<file path="src/rtl/mem_bus_arbiter_if.sv">
// Shared-memory bus between two cores, the arbiter and one memory port.
// The arbiter takes the slave side; cores and memory together form the master side.
interface mem_bus_arbiter_if;
    logic        req0;
    logic        req1;
    logic        we0;
    logic        we1;
    logic [31:0] addr0;
    logic [31:0] addr1;
    logic [31:0] wdata0;
    logic [31:0] wdata1;
    logic [2:0]  mask0;
    logic [2:0]  mask1;
    logic        gnt0;
    logic        gnt1;
    logic        done0;
    logic        done1;
    logic        err;
    logic [31:0] rdata;
    logic        mem_req;
    logic        mem_we;
    logic [31:0] mem_addr;
    logic [31:0] mem_wdata;
    logic [2:0]  mem_mask;
    logic        mem_ack;
    logic [31:0] mem_rdata;
    logic        busy;

    modport slave (
        input  req0, req1, we0, we1, addr0, addr1, wdata0, wdata1, mask0, mask1,
        input  mem_ack, mem_rdata,
        output gnt0, gnt1, done0, done1, err, rdata, busy,
        output mem_req, mem_we, mem_addr, mem_wdata, mem_mask
    );

    modport master (
        output req0, req1, we0, we1, addr0, addr1, wdata0, wdata1, mask0, mask1,
        output mem_ack, mem_rdata,
        input  gnt0, gnt1, done0, done1, err, rdata, busy,
        input  mem_req, mem_we, mem_addr, mem_wdata, mem_mask
    );
endinterface

</file>
<file path="src/rtl/mem_bus_arbiter.sv">
// Two-core round-robin arbiter for a single shared memory port, with a
// per-transaction ack timeout. All outputs are registered.
module mem_bus_arbiter #(
    parameter int unsigned TIMEOUT = 255
) (
    input logic                clk,
    input logic                reset,
    mem_bus_arbiter_if.slave   bus
);

    typedef enum logic [1:0] {StIdle, StBusy, StResp} state_e;

    localparam logic [15:0] WaitLast = 16'(TIMEOUT - 1);

    state_e      state_q;
    logic        ptr_q;
    logic        owner_q;
    logic [15:0] wait_cnt_q;
    logic        err_q;
    logic        gnt0_q;
    logic        gnt1_q;
    logic        done0_q;
    logic        done1_q;
    logic        busy_q;
    logic        mem_req_q;
    logic        mem_we_q;
    logic [31:0] mem_addr_q;
    logic [31:0] mem_wdata_q;
    logic [2:0]  mem_mask_q;
    logic [31:0] rdata_q;

    logic sel;

    // Pointer only matters on a tie; a lone requester always wins.
    always_comb begin
        sel = 1'b0;
        if (bus.req0 && bus.req1) begin
            sel = ptr_q;
        end else begin
            sel = bus.req1;
        end
    end

    always_ff @(posedge clk) begin
        if (reset) begin
            state_q     <= StIdle;
            ptr_q       <= 1'b0;
            owner_q     <= 1'b0;
            wait_cnt_q  <= '0;
            err_q       <= 1'b0;
            gnt0_q      <= 1'b0;
            gnt1_q      <= 1'b0;
            done0_q     <= 1'b0;
            done1_q     <= 1'b0;
            busy_q      <= 1'b0;
            mem_req_q   <= 1'b0;
            mem_we_q    <= 1'b0;
            mem_addr_q  <= '0;
            mem_wdata_q <= '0;
            mem_mask_q  <= '0;
            rdata_q     <= '0;
        end else begin
            case (state_q)
                StIdle: begin
                    if (bus.req0 || bus.req1) begin
                        owner_q     <= sel;
                        mem_we_q    <= sel ? bus.we1    : bus.we0;
                        mem_addr_q  <= sel ? bus.addr1  : bus.addr0;
                        mem_wdata_q <= sel ? bus.wdata1 : bus.wdata0;
                        mem_mask_q  <= sel ? bus.mask1  : bus.mask0;
                        wait_cnt_q  <= '0;
                        err_q       <= 1'b0;
                        gnt0_q      <= ~sel;
                        gnt1_q      <= sel;
                        busy_q      <= 1'b1;
                        mem_req_q   <= 1'b1;
                        state_q     <= StBusy;
                    end
                end
                StBusy: begin
                    // Ack wins over timeout when both land on the last wait cycle.
                    if (bus.mem_ack) begin
                        rdata_q   <= bus.mem_rdata;
                        err_q     <= 1'b0;
                        done0_q   <= ~owner_q;
                        done1_q   <= owner_q;
                        mem_req_q <= 1'b0;
                        state_q   <= StResp;
                    end else if (wait_cnt_q == WaitLast) begin
                        err_q     <= 1'b1;
                        done0_q   <= ~owner_q;
                        done1_q   <= owner_q;
                        mem_req_q <= 1'b0;
                        state_q   <= StResp;
                    end else begin
                        wait_cnt_q <= wait_cnt_q + 16'd1;
                    end
                end
                StResp: begin
                    ptr_q   <= ~owner_q;
                    err_q   <= 1'b0;
                    done0_q <= 1'b0;
                    done1_q <= 1'b0;
                    gnt0_q  <= 1'b0;
                    gnt1_q  <= 1'b0;
                    busy_q  <= 1'b0;
                    state_q <= StIdle;
                end
                default: begin
                    state_q <= StIdle;
                end
            endcase
        end
    end

    assign bus.gnt0      = gnt0_q;
    assign bus.gnt1      = gnt1_q;
    assign bus.done0     = done0_q;
    assign bus.done1     = done1_q;
    assign bus.err       = err_q;
    assign bus.rdata     = rdata_q;
    assign bus.busy      = busy_q;
    assign bus.mem_req   = mem_req_q;
    assign bus.mem_we    = mem_we_q;
    assign bus.mem_addr  = mem_addr_q;
    assign bus.mem_wdata = mem_wdata_q;
    assign bus.mem_mask  = mem_mask_q;

    gnt_onehot_a: assert property (@(posedge clk) disable iff (reset) !(gnt0_q && gnt1_q));
    done_onehot_a: assert property (@(posedge clk) disable iff (reset) !(done0_q && done1_q));

endmodule

</file>
<file path="src/flat_wrapper.sv">
// flat-port wrapper written by rule: the top's interface ports become plain ports
module mem_bus_arbiter_flat 
#(
    parameter int unsigned TIMEOUT = 255
)
  (clk, reset, bus_req0, bus_req1, bus_we0, bus_we1, bus_addr0, bus_addr1, bus_wdata0, bus_wdata1, bus_mask0, bus_mask1, bus_mem_ack, bus_mem_rdata, bus_gnt0, bus_gnt1, bus_done0, bus_done1, bus_err, bus_rdata, bus_busy, bus_mem_req, bus_mem_we, bus_mem_addr, bus_mem_wdata, bus_mem_mask);
  mem_bus_arbiter_if bus_i ();
  input logic clk;
  input logic reset;
  input wire logic [$bits(bus_i.req0)-1:0] bus_req0;
  input wire logic [$bits(bus_i.req1)-1:0] bus_req1;
  input wire logic [$bits(bus_i.we0)-1:0] bus_we0;
  input wire logic [$bits(bus_i.we1)-1:0] bus_we1;
  input wire logic [$bits(bus_i.addr0)-1:0] bus_addr0;
  input wire logic [$bits(bus_i.addr1)-1:0] bus_addr1;
  input wire logic [$bits(bus_i.wdata0)-1:0] bus_wdata0;
  input wire logic [$bits(bus_i.wdata1)-1:0] bus_wdata1;
  input wire logic [$bits(bus_i.mask0)-1:0] bus_mask0;
  input wire logic [$bits(bus_i.mask1)-1:0] bus_mask1;
  input wire logic [$bits(bus_i.mem_ack)-1:0] bus_mem_ack;
  input wire logic [$bits(bus_i.mem_rdata)-1:0] bus_mem_rdata;
  output wire logic [$bits(bus_i.gnt0)-1:0] bus_gnt0;
  output wire logic [$bits(bus_i.gnt1)-1:0] bus_gnt1;
  output wire logic [$bits(bus_i.done0)-1:0] bus_done0;
  output wire logic [$bits(bus_i.done1)-1:0] bus_done1;
  output wire logic [$bits(bus_i.err)-1:0] bus_err;
  output wire logic [$bits(bus_i.rdata)-1:0] bus_rdata;
  output wire logic [$bits(bus_i.busy)-1:0] bus_busy;
  output wire logic [$bits(bus_i.mem_req)-1:0] bus_mem_req;
  output wire logic [$bits(bus_i.mem_we)-1:0] bus_mem_we;
  output wire logic [$bits(bus_i.mem_addr)-1:0] bus_mem_addr;
  output wire logic [$bits(bus_i.mem_wdata)-1:0] bus_mem_wdata;
  output wire logic [$bits(bus_i.mem_mask)-1:0] bus_mem_mask;
  assign bus_i.req0 = bus_req0;
  assign bus_i.req1 = bus_req1;
  assign bus_i.we0 = bus_we0;
  assign bus_i.we1 = bus_we1;
  assign bus_i.addr0 = bus_addr0;
  assign bus_i.addr1 = bus_addr1;
  assign bus_i.wdata0 = bus_wdata0;
  assign bus_i.wdata1 = bus_wdata1;
  assign bus_i.mask0 = bus_mask0;
  assign bus_i.mask1 = bus_mask1;
  assign bus_i.mem_ack = bus_mem_ack;
  assign bus_i.mem_rdata = bus_mem_rdata;
  assign bus_gnt0 = bus_i.gnt0;
  assign bus_gnt1 = bus_i.gnt1;
  assign bus_done0 = bus_i.done0;
  assign bus_done1 = bus_i.done1;
  assign bus_err = bus_i.err;
  assign bus_rdata = bus_i.rdata;
  assign bus_busy = bus_i.busy;
  assign bus_mem_req = bus_i.mem_req;
  assign bus_mem_we = bus_i.mem_we;
  assign bus_mem_addr = bus_i.mem_addr;
  assign bus_mem_wdata = bus_i.mem_wdata;
  assign bus_mem_mask = bus_i.mem_mask;
  mem_bus_arbiter #(.TIMEOUT(TIMEOUT)) u_core (.clk(clk), .reset(reset), .bus(bus_i));
endmodule
</file>
<file path="config.mk">
export PLATFORM = sky130hd
export DESIGN_NAME = mem_bus_arbiter_flat
export DESIGN_NICKNAME = d
export VERILOG_FILES = /design/src/rtl/mem_bus_arbiter_if.sv /design/src/rtl/mem_bus_arbiter.sv /design/src/flat_wrapper.sv
export SDC_FILE = /design/constraint.sdc
export NUM_CORES = 1
export LEC_CHECK = 0
export CORE_MARGIN = 1
export CORE_UTILIZATION = 44
export DETAILED_ROUTE_END_ITERATION = 6
export PLACE_DENSITY_LB_ADDON = 0.3
export SYNTH_ARGS = -nofsm -noshare
export SYNTH_HDL_FRONTEND = slang
export SYNTH_SLANG_ARGS = --single-unit
</file>
<file path="constraint.sdc">
create_clock -name clk -period 3.75 [get_ports clk]
set_input_delay 0.9375 -clock clk [delete_from_list [all_inputs] [get_ports clk]]
set_output_delay 0.9375 -clock clk [all_outputs]
set_load 0.02 [all_outputs]
</file>
Yosys cells after proc, flatten, opt, wreduce, memory -nomap -nowiden:

Cells that the tools add are included.

* register bits after elaboration: 127
* bits of input ports: 173
* output and inout bits: 107

* $add $sub $neg: 1
* equal/unequal tests: 7
* multiplexer cells: 32
* bitwise gates (word level): 2
* reduce and logical (&&, ||, !) cells: 15

Operator list (number)
* 2-to-1 mux 32 bit: 2
* 2-to-1 mux 16 bit: 3
* case mux 16 bit (2 select lines): 1
* adder 16 x 1 -> 16 bit (second input constant): 1
* == test 16 x 8 -> 1 bit (second input constant): 1
* 2-to-1 mux 1 bit: 14
* case mux 1 bit (2 select lines): 6
* AND reduction 2 bit: 5
* 2-to-1 mux 2 bit: 3
* AND reduction 3 bit: 2
* nonzero test 2 bit: 3
* inequality test 2 bit (second input constant): 2
* case mux 2 bit (2 select lines): 1
* AND reduction 4 bit: 1
* 2-to-1 mux 3 bit: 1
* inequality test 3 x 2 -> 1 bit (second input constant): 1
* case mux 1 bit (3 select lines): 1
* nonzero test 3 bit: 1
* == test 2 x 1 -> 1 bit (second input constant): 1
* == test 2 bit (second input constant): 1
* logical NOT 2 bit: 1
* inequality test 2 x 1 -> 1 bit (second input constant): 1
* inverter 1 bit: 2
* logical AND 1 bit: 1
* logical OR 1 bit: 1

Depth between registers and ports, before layout:

Gate-level depths: netlist (run 1).

* depth in word-level cells: 5
* mapped depth: 8
* mapped depth without buffers: 6

Worst setup path before layout (run 1):

OpenSTA, ideal clock, no wires.

* kind: input-to-reg
* from: in bus_mem_ack
* to: reg u_core.wait_cnt_q[15]
* library setup time: 0.074 ns
* data arrival time: 2.269 ns
* slack: 1.407 ns
* stages: 5
* path buffers: 1
* cell sequence: and2_1 buf_2 or3_4 or4_1 a31oi_1

* cells in the longest elaborated chain, start to end: 2

RTL lines
* start: declaration: line flat_wrapper.sv:20 `input wire logic [$bits(bus_i.mem_ack)-1:0] bus_mem_ack;`
* inequality test 2 bit (no source line)
* AND reduction 4 bit (no source line)
* end signal: assignment: line mem_bus_arbiter.sv:96 `wait_cnt_q <= wait_cnt_q + 16'd1;`
* end: declaration: line mem_bus_arbiter.sv:18 `logic [15:0] wait_cnt_q;`

No other way between the ends.
A chain may end at the register's enable or synchronous reset.

Worst setup path in the final report (run 1):

* from: reg u_core.state_q[1]
* to: reg u_core.wait_cnt_q[15]

* cells in the longest elaborated chain, start to end: 3

RTL lines
* start: declaration: line mem_bus_arbiter.sv:15 `state_e state_q;`
* start signal: assignment: line mem_bus_arbiter.sv:46 `state_q <= StIdle;`
* start signal: assignment: line mem_bus_arbiter.sv:77 `state_q <= StBusy;`
* start signal: assignment: line mem_bus_arbiter.sv:88 `state_q <= StResp;`
* == test 2 x 1 -> 1 bit or logical NOT 2 bit (tied branches): line mem_bus_arbiter.sv:63 `case (state_q)`
* inequality test 2 bit (no source line) (tied with other cells)
* AND reduction 4 bit (no source line)

Several ways; a longest one is shown, not always the timed one.

==> results of run 1 <==
worst max-delay path by stage:
stage | startpoint | to | slack [ns] | depth (start not counted)
final | u_core.state_q[1] | u_core.wait_cnt_q[15] | 1.05 | 6
after global routing | u_core.state_q[1] | u_core.wait_cnt_q[15] | 0.84 | 6
after CTS | u_core.state_q[1] | u_core.wait_cnt_q[15] | 1.07 | 6
after detailed placement | bus_mem_ack | u_core.wait_cnt_q[5] | 0.73 | 6
after global placement | bus_mem_ack | u_core.wait_cnt_q[7] | 0.77 | 6
after floorplan | bus_mem_ack | u_core.wait_cnt_q[15] | 1.41 | 5
synthesized netlist by cell type (2+ instances only):
cell type  number
a211oi_1       73
a21o_1          2
a21oi_1        42
a31oi_1         9
and2_1          3
and3_1          2
buf_1           5
buf_2           9
buf_4           4
clkbuf_1       32
dfxtp_1       127
ha_1            7
inv_1           7
mux2i_1        71
nand2_1        86
nand2b_1        4
nand3_1         9
nand4_1         8
nand4b_1        2
nor2_1         76
nor2b_1         3
nor3_1          4
nor3b_1         2
nor4_1          6
nor4b_1         3
o211ai_1        5
o21ai_0         9
o31ai_1         3
or3_1           3
or4_1           5
or4_4           2
cell type report:
cell class / instances / area, um2
inverters: 7 / 26.3
multi-input cells: 456 / 2880
diodes: 2 / 5.00
fillers: 857 / 3060
repair buffers: 291 / 2920
flip-flops and latches: 127 / 2540
well taps: 168 / 210
clock inverters: 5 / 100
clock buffers: 25 / 526
state kept, by name, summed over array words and instances (netlist names), 2 cells and up:
register	count
u_core.bus.mem_addr	32
u_core.bus.mem_wdata	32
u_core.bus.rdata	32
u_core.wait_cnt_q	16
u_core.bus.mem_mask	3
u_core.state_q	2
layer usage:
metal  vias up  GRT usage
li1       2832          -
met1      2704      0.308
met2       256      0.505
met3        40     0.0859
met4         0      0.146
met5         -          0
cell families (layout without fill, tap and decap cells):
kind of cell             Yosys count  in the layout  synth area share
AO/OA/AOI/OAI                    153            153             0.181
adder cells (fa/ha/maj)            7              7            0.0155
buffers and inverters             57            328            0.0426
flip-flops                       127            127             0.451
multiplexers                      72             72             0.129
other                              0              2                 0
AND/OR/NAND/NOR                  224            224             0.182
power groups by stage:
stage | clock network, mW | registers, mW | logic [mW]
5_1_grt | 1.81 | 1.67 | 1.57
2_1_floorplan | 0 | 1.87 | 0.553
4_1_cts | 1.74 | 1.64 | 1.47
6_report | 1.73 | 1.64 | 1.46
3_3_place_gp | 0 | 1.66 | 1.42
3_5_place_dp | 0 | 1.67 | 1.45
worst max-delay path: cells and delay by family, from the launching register on:
family	cells	cell delay, ns
fa+ha+maj	1	0.74
simple gates	3	1.26
compound gates	1	0.16
flops	1	0.33
buf+inv	1	0.13
through the flow:
step                      std cells  cell area, um2
final                          1081            9210
after global routing           1079            9200
after CTS                      1079            9200
after detailed placement       1049            8570
after global placement         1049            8570
after floorplan                 640            5640
==> qor.csv, run 1 <==
stage,metric,value,unit
grt,initial antenna violation count,0,
drt,DR WL met3,1.37,mm
floorplan,Placeable Area,0.0123,mm2
critical_path,CP Capture Type,flop,
power,Clk network pwr share,0.357,
floorplan,io pins,280,
clock_tree,CTS tree,done,
drt,drt pass-1 iters,5,
drt,Vias,5832,
sta,"Slew Viols, Final",0,
sta,RSZ-0062 raised after global routing,false,
worst_hold_path,HP Class,reg2reg,
clock_tree,H-Tree Depth,4,
power,P_int,3.39,mW
floorplan,Die Y,115,um
drt,final wirelength,18.7,mm
critical_path,Crit path largest cell delay,0.74,ns
critical_path,r2r setup slk,1.05,ns
logic_synthesis,Synth area leaders,"dfxtp_1 45%, mux2i_1 13%, a211oi_1 9.7%",
power,Peak VDD IR,0.000320,V
worst_hold_path,worst hold endpoint,u_core.bus.rdata[24],
logic_synthesis,Synth Register Bits,127,
outcome,status,"complete, no violations",
critical_path,Worst setup SP type,flop,
sta,min setup slack post-route,1.05,ns
worst_hold_path,Hold Startpoint,u_core.bus.rdata[24],
power,Pwr Total,4.84,mW
clock_tree,clock sink total,127,
floorplan,Initial Util,0.460,
power,combinational fraction of design power,0.303,
cells_and_area,share of cells above drive strength 1,0.0571,
grt,GR Overflow Total,0,
drt,drt wl/cell,17.3,um
drt,max layer used,met4,
drt,metal2 WL,9.61,mm
power,power density over the cells,525,mW/mm2
cells_and_area,"commonest cells after routing, fill and taps aside","278 x clkdlybuf4s50_1, 127 x dfxtp_1, 86 x nand2_1, 76 x nor2_1, 73 x a211oi_1",
logic_synthesis,syn_nets,820,
grt,vias in the first global route,5854,
sta,setup violators final,0,
power,Reg power frac,0.340,
run,max_cap viols,0,
sta,Clock Skews,0.0116,ns
logic_synthesis,Syn Inst Count,640,
critical_path,R2R Path End,u_core.wait_cnt_q[15],
drt,Initial DRC Count,270,
logic_synthesis,Yosys warning count,0,
critical_path,RR Startpoint,u_core.state_q[1],
logic_synthesis,Yosys top cell area share,0.451,
cells_and_area,Final nets,1080,
critical_path,"Worst Path Class, Setup",reg2reg,
placement,# port buffers,279,
logic_synthesis,Synth Area per Inst,8.82,um2
sta,Hold WS,0.454,ns
worst_hold_path,hold path depth,2,
cells_and_area,"most common cell after layout, fill and taps aside",clkdlybuf4s50_1,
critical_path,CP max-delay cell,ha_1,
critical_path,"Data required, critical path",4.09,ns
critical_path,Critical Path AT,3.04,ns
drt,ANT nets after route,0,
logic_synthesis,Synth Cell Area,0.00564,mm2
placement,hpwl dp,13.3,mm
grt,GRT Overall Usage,0.285,
logic_synthesis,Yosys cell types,48,
clock_tree,total setup buffers inserted after CTS,0,
logic_synthesis,Post-synth ARST share,0,
clock_tree,CTS Buf Count,17,
clock_tree,"Reg clk slew, reported paths",0.06,ns
sta,final worst path period share,0.721,
sta,Least-Margin Pin Slew,1.04,ns
clock_tree,hold buffers post-CTS,0,
clock_tree,"Clk Latency, worst-skew pair",0.42,ns
clock_tree,CTS root buf,clkbuf_16,
logic_synthesis,Yosys top cell by area,dfxtp_1,
floorplan,Die X,115,um
sta,setup TNS,0,ns
grt,largest net degree at the start of global routing,138,
drt,drt drc,0,
floorplan,Cell Rows,40,
cells_and_area,Layout area overhead,63.2,%
sta,post-layout minimum cycle time,2.70,ns
clock_tree,cts repair resizes,0,
logic_synthesis,Main synth FF type,dfxtp_1,
placement,Setup WS pre-CTS,0.732,ns
cells_and_area,fin util,0.751,
clock_tree,CTS Buffer Depth,2,
drt,Vias/cell,5.40,
critical_path,largest fanout on the critical path,26,
logic_synthesis,sequential-to-total area share from yosys stat,0.451,
sta,Peak Freq,0.370,GHz
sta,Fin. Hold Viols,0,
power,Sw Ratio,0.300,
placement,gpl congestion,0.847,
power,P_sw,1.45,mW
critical_path,crit-path cells,inv_1 -> ha_1 -> nor2_1 -> or3_4 -> or4_1 -> a31oi_1,
grt,first-pass GRT wire length,28.9,mm
sta,Worst slew margin,0.306,
floorplan,Die Area,0.0133,mm2
drt,Met1 Routed Length,7.13,mm
power,Lkg Pwr,3.62,nW
logic_synthesis,number of flops mapped to enable cells by yosys,0,
critical_path,worst-case reg-to-reg path depth,6,
Power figures use the tool's default switching activity.
==> inputs of run 2 (changes only) <==
--- a/config.mk
+++ b/config.mk
@@ -6,7 +6,7 @@
 export NUM_CORES = 1
 export LEC_CHECK = 0
 export CORE_MARGIN = 1
-export CORE_UTILIZATION = 44
+export CORE_UTILIZATION = 37
 export DETAILED_ROUTE_END_ITERATION = 6
 export PLACE_DENSITY_LB_ADDON = 0.3
 export SYNTH_ARGS = -nofsm -noshare
==> constraint.sdc (replaced) <==
create_clock -name clk -period 2.38 [get_ports clk]
set_input_delay 0.595 -clock clk [delete_from_list [all_inputs] [get_ports clk]]
set_output_delay 0.595 -clock clk [all_outputs]
set_load 0.02 [all_outputs]
==> qor.csv, run 2 (same netlist as run 1, synthesis figures left out) <==
stage,metric,value,unit
clock_tree,CTS Buf Count,17,
floorplan,Initial Util,0.384,
clock_tree,cts repair resizes,0,
cells_and_area,"Cell Count, Final, Fillers Out",1110,
clock_tree,H-Tree Depth,4,
worst_hold_path,Hold Startpoint,u_core.bus.rdata[11],
critical_path,Critical Path AT,2.40,ns
floorplan,io pins,280,
placement,placed insts,1082,
cells_and_area,"most common cell after layout, fill and taps aside",clkdlybuf4s50_1,
worst_hold_path,worst hold endpoint,u_core.bus.rdata[11],
cells_and_area,fin util,0.630,
outcome,failing checks,design-rule violations,
drt,ANT nets after route,0,
critical_path,largest fanout on the critical path,7,
sta,RSZ-0062 raised after global routing,false,
sta,"Slew Viols, Final",0,
clock_tree,hold buffers post-CTS,0,
cells_and_area,ant diodes,0,
drt,Vias,5568,
grt,GRT Overall Usage,0.217,
critical_path,CP Capture Type,flop,
cells_and_area,Layout area overhead,64.2,%
critical_path,r2r setup slk,0.27,ns
floorplan,Die X,125,um
cells_and_area,share of cells above drive strength 1,0.0713,
drt,drt pass-1 iters,7,
worst_hold_path,HP Class,reg2reg,
drt,drt wl/cell,15.0,um
critical_path,crit-path cells,or4b_2 -> nor4_1 -> nor4b_1 -> a311o_1,
drt,final wirelength,16.7,mm
sta,post-layout minimum cycle time,2.11,ns
critical_path,CP bufs+invs,0,
power,Lkg Pwr,3.65,nW
grt,largest net degree at the start of global routing,59,
cells_and_area,"commonest cells after routing, fill and taps aside","278 x clkdlybuf4s50_1, 127 x dfxtp_1, 86 x nand2_1, 76 x nor2_1, 73 x a211oi_1",
floorplan,Placeable Area,0.0147,mm2
sta,Fin. Hold Viols,0,
critical_path,CP max-delay cell,or4b_2,
grt,initial antenna violation count,0,
sta,Clock Skews,0.0101,ns
placement,hpwl dp,12.1,mm
drt,drt drc,15,
clock_tree,"Clk Latency, worst-skew pair",0.41,ns
drt,Vias/cell,5.02,
clock_tree,CTS root buf,clkbuf_16,
floorplan,Die Y,125,um
power,power density over the cells,775,mW/mm2
sta,final worst path period share,0.885,
critical_path,RR Startpoint,u_core.wait_cnt_q[9],
critical_path,Crit path depth,4,
placement,# port buffers,279,
sta,setup TNS,0,ns
critical_path,Worst setup SP type,flop,
critical_path,"CP delay by family, top",simple AND/OR/NAND/NOR gates,
critical_path,worst-case reg-to-reg path depth,4,
critical_path,"Worst Path Class, Setup",reg2reg,
grt,GR Overflow Total,0,
clock_tree,CTS Buffer Depth,2,
cells_and_area,Final nets,1097,
drt,Initial DRC Count,260,
sta,Worst slew margin,0.572,
power,Peak VDD IR,0.000518,V
grt,first-pass GRT wire length,27.1,mm
clock_tree,clock sink total,127,
sta,setup violators final,0,
run,max_cap viols,0,
worst_hold_path,hold path depth,2,
clock_tree,total setup buffers inserted after CTS,0,
sta,Peak Freq,0.475,GHz
outcome,status,"complete, but fails checks",
floorplan,Die Area,0.0157,mm2
placement,gpl congestion,0.804,
clock_tree,CTS tree,done,
critical_path,"Data required, critical path",2.67,ns
sta,Least-Margin Pin Slew,0.642,ns
floorplan,Cell Rows,44,
critical_path,Crit path largest cell delay,0.69,ns
grt,vias in the first global route,5297,
critical_path,R2R Path End,u_core.wait_cnt_q[6],
clock_tree,"Reg clk slew, reported paths",0.05,ns
-- run 2: layout make-up --
cell class	count	area, um2
clock buffer	21	460
clock inverter	7	42.5
fill	1279	5440
inverter	7	26.3
multi-input combinational	456	2880
sequential	127	2540
tap	184	230
timing repair buffer	308	3080
-- run 2: how the worst max path moves through the flow --
stage	from	end	slack [ns]
after global routing	u_core.state_q[1]	u_core.wait_cnt_q[3]	0.16
after detailed placement	bus_mem_ack	u_core.wait_cnt_q[15]	0.03
after floorplan	u_core.state_q[1]	u_core.wait_cnt_q[15]	0.31
after global placement	bus_mem_ack	u_core.wait_cnt_q[15]	0.04
after CTS	u_core.state_q[1]	u_core.wait_cnt_q[3]	0.25
final	u_core.wait_cnt_q[9]	u_core.wait_cnt_q[6]	0.27
-- run 2: per-stage QoR --
stage | setup slack (ns) | power (mW) | area (um2) | hold slack [ns]
after floorplan | 0.312 | 3.82 | 5640 | 0.461
after global placement | 0.0415 | 4.96 | 8760 | 0.441
after detailed placement | 0.0280 | 4.98 | 8760 | 0.447
after CTS | 0.245 | 7.25 | 9260 | 0.454
after global routing | 0.160 | 7.55 | 9260 | 0.471
final | 0.273 | 7.18 | 9260 | 0.450
-- run 2: tightest hold or removal path, stage by stage, from the launching register on --
cell and delay (ns):
dfxtp_1 0.30, nand2_1 0.05, a21oi_1 0.05
-- run 2: power by group --
| part | internal (mW) | switching (mW) | total (mW) |
|---|---|---|---|
| registers | 2.42 | 0.157 | 2.58 |
| logic | 1.16 | 1.20 | 2.35 |
| clock network | 1.35 | 0.893 | 2.24 |
| total | 4.93 | 2.25 | 7.18 |
-- run 2: layer usage --
metal	share of wire	track usage	vias up
met3	0.083	0.0826	22
met4	0.016	0.0753	0
met2	0.49	0.366	191
met1	0.41	0.249	2484
met5	0	0	-
li1	-	-	2871
==> edit (settings of run 1) <==
Encoding of `state_e`: now one-hot (3 bits for 3 states).
--- a/src/rtl/mem_bus_arbiter.sv
+++ b/src/rtl/mem_bus_arbiter.sv
@@ -8,7 +8,7 @@
     mem_bus_arbiter_if.slave   bus
 );
 
-    typedef enum logic [1:0] {StIdle, StBusy, StResp} state_e;
+    typedef enum logic [2:0] {StIdle = 3'b001, StBusy = 3'b010, StResp = 3'b100} state_e;
 
     localparam logic [15:0] WaitLast = 16'(TIMEOUT - 1);
 
Behaviour: no difference found for any inputs over 4 cycles, from zero or initial values and one cycle with reset high; so few cycles prove little.
==> edit against run 1 <==
  * The flow now finishes with violations (DRC)
  * Design area fell by 8.7%
  * Critical endpoint is now u_core.wait_cnt_q[13]
  * Sequential cell count up 1
  * Sequential power decreased by 7%
  * Final cell count decreased by 12%
  * Highest routed layer unchanged
  * Power decreased by 15%
  * Area after synthesis shrank 12%
  * Setup slack better by 0.084 ns
  * Wire length decreased by 6.5%
  * First-iteration DRC count increased by 140%
==> edit: results (changes against run 1) <==
| Metric | Value |
|---|---|
| Layout cell share with drive strength beyond 1 | 5.049% (was 5.708%) |
| Leak pwr | 3.038 nW (was 3.621 nW) |
| Crit path time final | 2.620 ns (was 2.704 ns) |
| R2R setup slack | 1.29 ns (was 1.05 ns) |
| Hold Crit Start | u_core.bus.rdata[25] (was u_core.bus.rdata[24]) |
| Remaining DRCs | 1 (was 0) |
| Fin nets | 976 (was 1080) |
| GP Congestion | 0.8910 (was 0.8465) |
| Placed inst area | 0.007786 mm² (was 0.008574 mm²) |
| Synth Instances | 547 (was 640) |
| Failing checks | DRC |
| Reg2Reg Depth | 5 (was 6) |
| Synth cell count leaders | 128 x dfxtp_1, 86 x nor2_1, 71 x nand2_1, 68 x a222oi_1, 46 x a21oi_1 (was 127 x dfxtp_1, 86 x nand2_1, 76 x nor2_1, 73 x a211oi_1, 71 x mux2i_1) |
| Clk_lat worst skew | 0.52 ns (was 0.42 ns) |
| Status | finished, violations left (was complete, no violations) |
| Critical-path top delay cell | or4_1 (was ha_1) |
| Layout fillers | 757 (was 857) |
| CP max stage delay | 0.62 ns (was 0.74 ns) |
| Sequential area share after synthesis | 51.80% (was 45.07%) |
| Via count | 5468 (was 5832) |
| Area contributors post-synth | dfxtp_1 52%, a222oi_1 14%, nor2_1 6.5%, nand2_1 5.4%, a21oi_1 4.7% (was dfxtp_1 45%, mux2i_1 13%, a211oi_1 9.7%, nand2_1 5.7%, nor2_1 5.1%) |
| Drt wl/cell | 18.37 µm (was 17.30 µm) |
| Number of diodes | 0 (was 2) |
| Vias/cell | 5.744 (was 5.395) |
| Total track usage | 29.63% (was 28.52%) |
| Largest net degree at the start of global routing | 88 (was 138) |
| Placed cells | 922 (was 1049) |
| Root Buffer | clkbuf_8 (was clkbuf_16) |
| Final hold slack | 0.4527 ns (was 0.4539 ns) |
| FF-to-FF End | u_core.wait_cnt_q[13] (was u_core.wait_cnt_q[15]) |
| First-pass GRT wire length | 26.48 mm (was 28.94 mm) |
| Worst EP arrival | 3.08 ns (was 3.04 ns) |
| Initial DRC Count | 640 (was 270) |
| Post-DP HPWL | 12.48 mm (was 13.35 mm) |
[edit: cell type report]
class / count / area share (%)
timing repair buffer: 286 / 34.27
sequential: 128 / 30.49
multi-input combinational: 366 / 25.71
clock buffer: 25 / 5.880
tap: 140 / 2.084
clock inverter: 5 / 1.489
inverter: 2 / 0.08931
[edit: report_power, final]
| group | switching [mW] | total (mW) | internal [mW] |
|---|---|---|---|
| Clock | 0.560 | 1.72 | 1.16 |
| Sequential | 0.0584 | 1.52 | 1.46 |
| Combinational | 0.417 | 0.863 | 0.446 |
| Total | 1.04 | 4.10 | 3.07 |
[edit: metal layers]
layer  track usage [%]  share of wire (%)
met5                 0                  0
met4             15.95                3.6
met3             12.06                 11
met2             51.36                 51
met1             30.37                 35
[edit: cells by family (layout without fill, tap and decap cells)]
family,after synthesis,count (layout),share of synthesized area (%)
simple gates,218,218,20.08
compound gates,142,142,22.15
flops,128,128,51.80
xor+xnor,3,3,0.5312
fa+ha+maj,2,2,0.5057
mux,1,1,0.2023
buf+inv,53,318,4.730
